**config.mk**
```make
export PLATFORM = sky130hd
export DESIGN_NAME = uart_tx_fifo
export DESIGN_NICKNAME = d
export VERILOG_FILES = /design/src/rtl/uart_pkg.sv /design/src/rtl/uart_sync_fifo.sv /design/src/rtl/uart_tx_fifo.sv
export SDC_FILE = /design/constraint.sdc
export NUM_CORES = 1
export LEC_CHECK = 0
export BUFFER_PORTS_ARGS = -buffer_cell sky130_fd_sc_hd__buf_2
export CAP_MARGIN = 20
export CORE_UTILIZATION = 63
export CTS_BUF_LIST = sky130_fd_sc_hd__clkbuf_8
export CTS_CLUSTER_DIAMETER = 200
export CTS_CLUSTER_SIZE = 10
export DETAILED_ROUTE_END_ITERATION = 6
export PLACE_DENSITY = 0.8
export SLEW_MARGIN = 20
export SYNTH_ARGS = -nofsm -noshare
export SYNTH_HDL_FRONTEND = slang
export SYNTH_SLANG_ARGS = --single-unit
```
**constraint.sdc**
```tcl
create_clock -name clk -period 4.4 [get_ports clk]
set_input_delay 0.88 -clock clk [delete_from_list [all_inputs] [get_ports clk]]
set_output_delay 0.88 -clock clk [all_outputs]
set_load 0.02 [all_outputs]
```
**src/rtl/uart_pkg.sv**
```systemverilog
// Shared UART definitions: default line constants and the TX/RX state encoding.
package uart_pkg;

  localparam int CLKS_PER_BIT_115200 = 868;
  localparam int DATA_BITS           = 8;

  typedef enum logic [1:0] {
    IDLE  = 2'd0,
    START = 2'd1,
    DATA  = 2'd2,
    STOP  = 2'd3
  } uart_state_e;

  // Clock cycles needed for one complete start + data + stop frame.
  function automatic int frame_cycles(input int clks_per_bit, input int data_bits);
    return (data_bits + 2) * clks_per_bit;
  endfunction

endpackage

```
**src/rtl/uart_sync_fifo.sv**
```systemverilog
// Single-clock FIFO with first-word-fall-through output and registered occupancy.
module uart_sync_fifo import uart_pkg::*; #(
  parameter int WIDTH = 8,
  parameter int DEPTH = 16
) (
  input  logic                     clk,
  input  logic                     rst_n,
  input  logic                     push,
  input  logic                     pop,
  input  logic [WIDTH-1:0]         din,
  output logic [WIDTH-1:0]         dout,
  output logic                     full,
  output logic                     empty,
  output logic [$clog2(DEPTH):0]   count
);

  localparam int AW = $clog2(DEPTH);
  localparam int CW = AW + 1;

  logic [WIDTH-1:0] mem_q [DEPTH];
  logic [AW-1:0]    wr_ptr_q, wr_ptr_d;
  logic [AW-1:0]    rd_ptr_q, rd_ptr_d;
  logic [CW-1:0]    count_q, count_d;
  logic             push_ok, pop_ok;

  // Full and empty come from the registered count, so a push is refused when
  // full even if a pop happens in the same cycle.
  assign full    = (count_q == CW'(DEPTH));
  assign empty   = (count_q == '0);
  assign push_ok = push & ~full;
  assign pop_ok  = pop & ~empty;
  assign dout    = mem_q[rd_ptr_q];
  assign count   = count_q;

  always_comb begin
    wr_ptr_d = wr_ptr_q;
    rd_ptr_d = rd_ptr_q;
    count_d  = count_q;
    if (push_ok) wr_ptr_d = wr_ptr_q + 1'b1;
    if (pop_ok)  rd_ptr_d = rd_ptr_q + 1'b1;
    case ({push_ok, pop_ok})
      2'b10:   count_d = count_q + 1'b1;
      2'b01:   count_d = count_q - 1'b1;
      default: count_d = count_q;
    endcase
  end

  always_ff @(posedge clk) begin
    if (!rst_n) begin
      wr_ptr_q <= '0;
      rd_ptr_q <= '0;
      count_q  <= '0;
    end else begin
      wr_ptr_q <= wr_ptr_d;
      rd_ptr_q <= rd_ptr_d;
      count_q  <= count_d;
    end
  end

  always_ff @(posedge clk) begin
    if (push_ok) mem_q[wr_ptr_q] <= din;
  end

endmodule

```
**src/rtl/uart_tx_fifo.sv**
```systemverilog
// 8N1 UART transmitter fed from a byte FIFO; frames are sent back to back
// while queued data remains, LSB first, with a registered txd.
module uart_tx_fifo import uart_pkg::*; #(
  parameter int CLKS_PER_BIT = CLKS_PER_BIT_115200,
  parameter int DATA_BITS    = uart_pkg::DATA_BITS,
  parameter int FIFO_DEPTH   = 16
) (
  input  logic                          clk,
  input  logic                          rst_n,
  input  logic [DATA_BITS-1:0]          tx_data,
  input  logic                          tx_valid,
  output logic                          tx_ready,
  output logic                          txd,
  output logic                          busy,
  output logic [$clog2(FIFO_DEPTH):0]   fifo_count
);

  localparam int CNT_W = $clog2(CLKS_PER_BIT);
  localparam int BIT_W = (DATA_BITS > 1) ? $clog2(DATA_BITS) : 1;
  localparam logic [CNT_W-1:0] CNT_LAST = CNT_W'(CLKS_PER_BIT - 1);
  localparam logic [BIT_W-1:0] BIT_LAST = BIT_W'(DATA_BITS - 1);

  uart_state_e           state_q, state_d;
  logic [CNT_W-1:0]      baud_q, baud_d;
  logic [BIT_W-1:0]      bit_idx_q, bit_idx_d;
  logic [DATA_BITS-1:0]  shift_q, shift_d;
  logic                  txd_q, txd_d;
  logic                  busy_q, busy_d;

  logic                  fifo_push, fifo_pop;
  logic                  fifo_full, fifo_empty;
  logic [DATA_BITS-1:0]  fifo_dout;
  logic                  baud_last;

  assign fifo_push = tx_valid & ~fifo_full;
  assign tx_ready  = ~fifo_full;
  assign baud_last = (baud_q == CNT_LAST);
  assign txd       = txd_q;
  assign busy      = busy_q;

  uart_sync_fifo #(
    .WIDTH (DATA_BITS),
    .DEPTH (FIFO_DEPTH)
  ) u_fifo (
    .clk   (clk),
    .rst_n (rst_n),
    .push  (fifo_push),
    .pop   (fifo_pop),
    .din   (tx_data),
    .dout  (fifo_dout),
    .full  (fifo_full),
    .empty (fifo_empty),
    .count (fifo_count)
  );

  // Next-state logic; STOP reloads straight into START so queued frames abut.
  always_comb begin
    state_d   = state_q;
    baud_d    = baud_q;
    bit_idx_d = bit_idx_q;
    shift_d   = shift_q;
    fifo_pop  = 1'b0;
    case (state_q)
      IDLE: begin
        if (!fifo_empty) begin
          fifo_pop = 1'b1;
          shift_d  = fifo_dout;
          baud_d   = '0;
          state_d  = START;
        end
      end
      START: begin
        if (baud_last) begin
          baud_d    = '0;
          bit_idx_d = '0;
          state_d   = DATA;
        end else begin
          baud_d = baud_q + 1'b1;
        end
      end
      DATA: begin
        if (baud_last) begin
          baud_d  = '0;
          shift_d = shift_q >> 1;
          if (bit_idx_q == BIT_LAST) begin
            state_d = STOP;
          end else begin
            bit_idx_d = bit_idx_q + 1'b1;
          end
        end else begin
          baud_d = baud_q + 1'b1;
        end
      end
      STOP: begin
        if (baud_last) begin
          baud_d = '0;
          if (!fifo_empty) begin
            fifo_pop = 1'b1;
            shift_d  = fifo_dout;
            state_d  = START;
          end else begin
            state_d = IDLE;
          end
        end else begin
          baud_d = baud_q + 1'b1;
        end
      end
      default: state_d = IDLE;
    endcase
  end

  // txd follows the current state one cycle later, which gives the two-edge
  // accept-to-start-bit latency and keeps every bit the same length.
  always_comb begin
    txd_d = 1'b1;
    case (state_q)
      START:   txd_d = 1'b0;
      DATA:    txd_d = shift_q[0];
      default: txd_d = 1'b1;
    endcase
    busy_d = (state_q != IDLE) || (fifo_count != '0);
  end

  always_ff @(posedge clk) begin
    if (!rst_n) begin
      state_q   <= IDLE;
      baud_q    <= '0;
      bit_idx_q <= '0;
      shift_q   <= '0;
      txd_q     <= 1'b1;
      busy_q    <= 1'b0;
    end else begin
      state_q   <= state_d;
      baud_q    <= baud_d;
      bit_idx_q <= bit_idx_d;
      shift_q   <= shift_d;
      txd_q     <= txd_d;
      busy_q    <= busy_d;
    end
  end

endmodule
```
==> impl_metrics.env <==
export IMPL_rsz0062_at_grt="no"
export IMPL_tightest_slew_ns=0.952
export IMPL_ys_flop_type="edfxtp_1"
export IMPL_min_path_type="flop to flop"
export IMPL_crit_slowest_cell="nor3_1"
export IMPL_worstPathMaxFanout=10
export IMPL_die_w_microns=109
export IMPL_holdPathStages=2
export IMPL_grt_antenna_before_repair=0
export IMPL_cts_buffers=17
export IMPL_final_max_slew_violation_count=0
export IMPL_synth_xor_area_share=0.00969
export IMPL_grt_ovfl_total=0
export IMPL_core_sq_mm=0.0110
export IMPL_synth_area_mux_share=0.134
export IMPL_cts_resized=0
export IMPL_critPathKind="flop to flop"
export IMPL_finalCritPeriodShare=0.721
export IMPL_synth_warnings=0
export IMPL_wl_per_cell_microns=20.0
export IMPL_cp_end_kind="flop"
export IMPL_via_per_inst=6.20
export IMPL_power_density_mw_per_mm2=550
export IMPL_cts_tree="done"
export IMPL_timing_rr_end="u_fifo.count[2]"
export IMPL_drtAntennaViolNets=0
export IMPL_antenna_cells=0
export IMPL_dr_total_vias=3968
export IMPL_peakVddDrop_mv=0.405
export IMPL_netlist_area_sq_mm=0.00723
export IMPL_min_period_ns=3.17
export IMPL_clockBufferDepth=2
export IMPL_cp_start_kind="flop"
export IMPL_grt_pass1_vias=3890
export IMPL_final_common_cell="edfxtp_1"
export IMPL_totalWireLength_microns=12800
export IMPL_synth_area_leaders="edfxtp_1, mux4_2, dfxtp_1"
export IMPL_place_inst=608
export IMPL_clock_latency_ns=0.46
export IMPL_yosys_area_share_simple=0.0989
export IMPL_drt_pass1_iterations=5
export IMPL_die_area_sq_mm=0.0119
export IMPL_gp_congestion=0.799
export IMPL_yosysTopAreaCellShare=0.531
export IMPL_reg2reg_depth=11
export IMPL_p_total_w=0.00430
export IMPL_grt_pass1_wl_microns=20300
export IMPL_cts_setup_buffers=0
export IMPL_synth_edff_count=128
export IMPL_cts_root_buf="clkbuf_8"
export IMPL_skew_ns=0.0127
export IMPL_synth_seq_cells=170
export IMPL_setup_tns_ns=0
export IMPL_synthDistinctLibCells=53
export IMPL_clock_sinks=170
export IMPL_path_cells="ha_1, and4bb_2, a41oi_4, nor3_1, ha_1, xor2_1, ha_1, nor3b_1, a21oi_1, nand3_1, mux2i_1"
export IMPL_boundaryPins=19
export IMPL_p_leak_nw=2.62
export IMPL_synth_nets=496
export IMPL_timing_rr_start="baud_q[0]"
export IMPL_cts_hold_buf=0
export IMPL_synthToLayoutAreaGrowth_pct=8.11
export IMPL_synth_seq_area_share=0.648
export IMPL_rows=38
export IMPL_netlist_instances=469
export IMPL_final_cell_mix="edfxtp_1, dfxtp_1, mux4_2, nand2_1, nor2_1"
export IMPL_synthAdderAreaFrac=0.0277
export IMPL_remaining_drc_errors=0
export IMPL_drt_iter0_drc=354
export IMPL_final_cell_count_no_fill=640
export IMPL_crit_top_cell="ha_1"
export IMPL_grt_max_degree=48
export IMPL_grt_total_usage=0.244
export IMPL_synth_top_family_by_area="multiplexers"
export IMPL_finalHoldViolations=0
export IMPL_fin_util=0.709
export IMPL_clk_pin_slew_worst_paths_ns=0.08
export IMPL_synthArstFlopShare=0
export IMPL_relSlewSlack=0.363
export IMPL_cp_top_family="simple AND/OR/NAND/NOR gates"
export IMPL_initial_core_util=0.656
export IMPL_min_to="shift_q[2]"
export IMPL_cts_max_level=4
export IMPL_io_buffers=18
export IMPL_place_detailed_hpwl_microns=8530
export IMPL_setup_viol=0
export IMPL_syn_area_per_cell_sq_um=15.4
export IMPL_max_cap_viol_count=0
export IMPL_chipHeight_microns=109
export IMPL_hp_start="shift_q[3]"
export IMPL_synth_compound_area_frac=0.0623
export IMPL_drive_gt1_frac=0.212
export IMPL_path_buf_inv=0
export IMPL_yosysTopAreaCell="edfxtp_1"
export IMPL_fmax_ghz=0.315
export IMPL_outcome="complete, no violations"
export IMPL_cp_data_required_time_ns=4.79
export IMPL_r2r_slack_ns=1.23
export IMPL_crit_arrival_ns=3.56
export IMPL_max_stage_delay_ns=0.43
export IMPL_final_nets=514
metal layers:
metal  wire (microns)  vias to the layer above  track usage
met1             5390                     1980        0.306
met3              590                       25       0.0729
met4              338                        0        0.123
li1                 -                     1854            -
met2             6470                      109        0.386
met5                0                        -            0
synthesized netlist by cell type, types with 2 or more instances:
cell / count
and2_1: 12
nand2b_1: 9
o31ai_1: 3
nand3b_1: 5
dfxtp_1: 42
a31o_2: 3
nand2_1: 34
o22ai_1: 2
ha_1: 16
nor3b_1: 4
clkbuf_1: 16
o21ai_0: 16
xor2_1: 4
and3_1: 6
nor4_1: 2
a41o_1: 3
mux4_2: 39
nand3_1: 9
nor2b_1: 11
edfxtp_1: 128
nor2_1: 20
nor3_1: 6
a31oi_1: 8
xnor2_1: 4
a21boi_0: 7
a21oi_1: 11
inv_1: 9
or3_1: 2
mux2i_1: 8
buf_2: 7
layout make-up:
| class | count | area (sq um) |
|---|---|---|
| repair buffers | 24 | 135 |
| fillers | 700 | 3210 |
| flip-flops and latches | 170 | 4690 |
| inverters | 9 | 33.8 |
| multi-input cells | 265 | 2410 |
| clock buffers | 17 | 234 |
| clock inverters | 15 | 150 |
| well taps | 140 | 175 |
metrics by stage:
step | worst slack [ns] | hold WS [ns] | area [sq um]
after detailed placement | 1.26 | 0.467 | 7440
after global placement | 1.39 | 0.455 | 7440
final | 1.23 | 0.479 | 7820
after global routing | 1.03 | 0.497 | 7820
after CTS | 1.20 | 0.481 | 7820
after floorplan | 1.42 | 0.448 | 7230
sequential cells by signal (all words and copies together) (netlist names), named ones only:
name             flops
state_q              2
u_fifo.wr_ptr_q      4
txd                  1
shift_q              8
baud_q              10
u_fifo.mem_q       128
busy                 1
u_fifo.rd_ptr_q      4
bit_idx_q            3
u_fifo.count         5
logic make-up after synthesis:
kind of cell,count (synthesis)
flip-flops,170
adder cells (fa/ha/maj),16
AO/OA/AOI/OAI,62
buffers and inverters,34
AND/OR/NAND/NOR,131
multiplexers,48
XOR/XNOR,8
power breakdown:
group | switching (W) | internal [W] | total (W)
clock network | 0.000554 | 0.000504 | 0.00106
registers | 0.000155 | 0.00184 | 0.00200
logic | 0.000686 | 0.000563 | 0.00125
total | 0.00140 | 0.00291 | 0.00430
worst reg2reg max path, cell delays in order, from the launching register on:
cell and delay [ns]:
dfxtp_1 0.38, ha_1 0.24, and4bb_2 0.33, a41oi_4 0.21
nor3_1 0.43, ha_1 0.43, xor2_1 0.12, ha_1 0.25
nor3b_1 0.31, a21oi_1 0.12, nand3_1 0.12, mux2i_1 0.17
worst max path at each step:
stage | from | endpoint | slack, ns | cells past startpoint
finish | baud_q[0] | u_fifo.count[2] | 1.23 | 11
global route | baud_q[0] | u_fifo.count[3] | 1.03 | 9
CTS | baud_q[0] | u_fifo.count[2] | 1.20 | 9
detailed placement | baud_q[0] | u_fifo.count[2] | 1.26 | 9
global placement | baud_q[0] | u_fifo.count[2] | 1.39 | 9
floorplan | u_fifo.count[2] | u_fifo.count[2] | 1.42 | 10
Power figures use the tool's default switching activity.
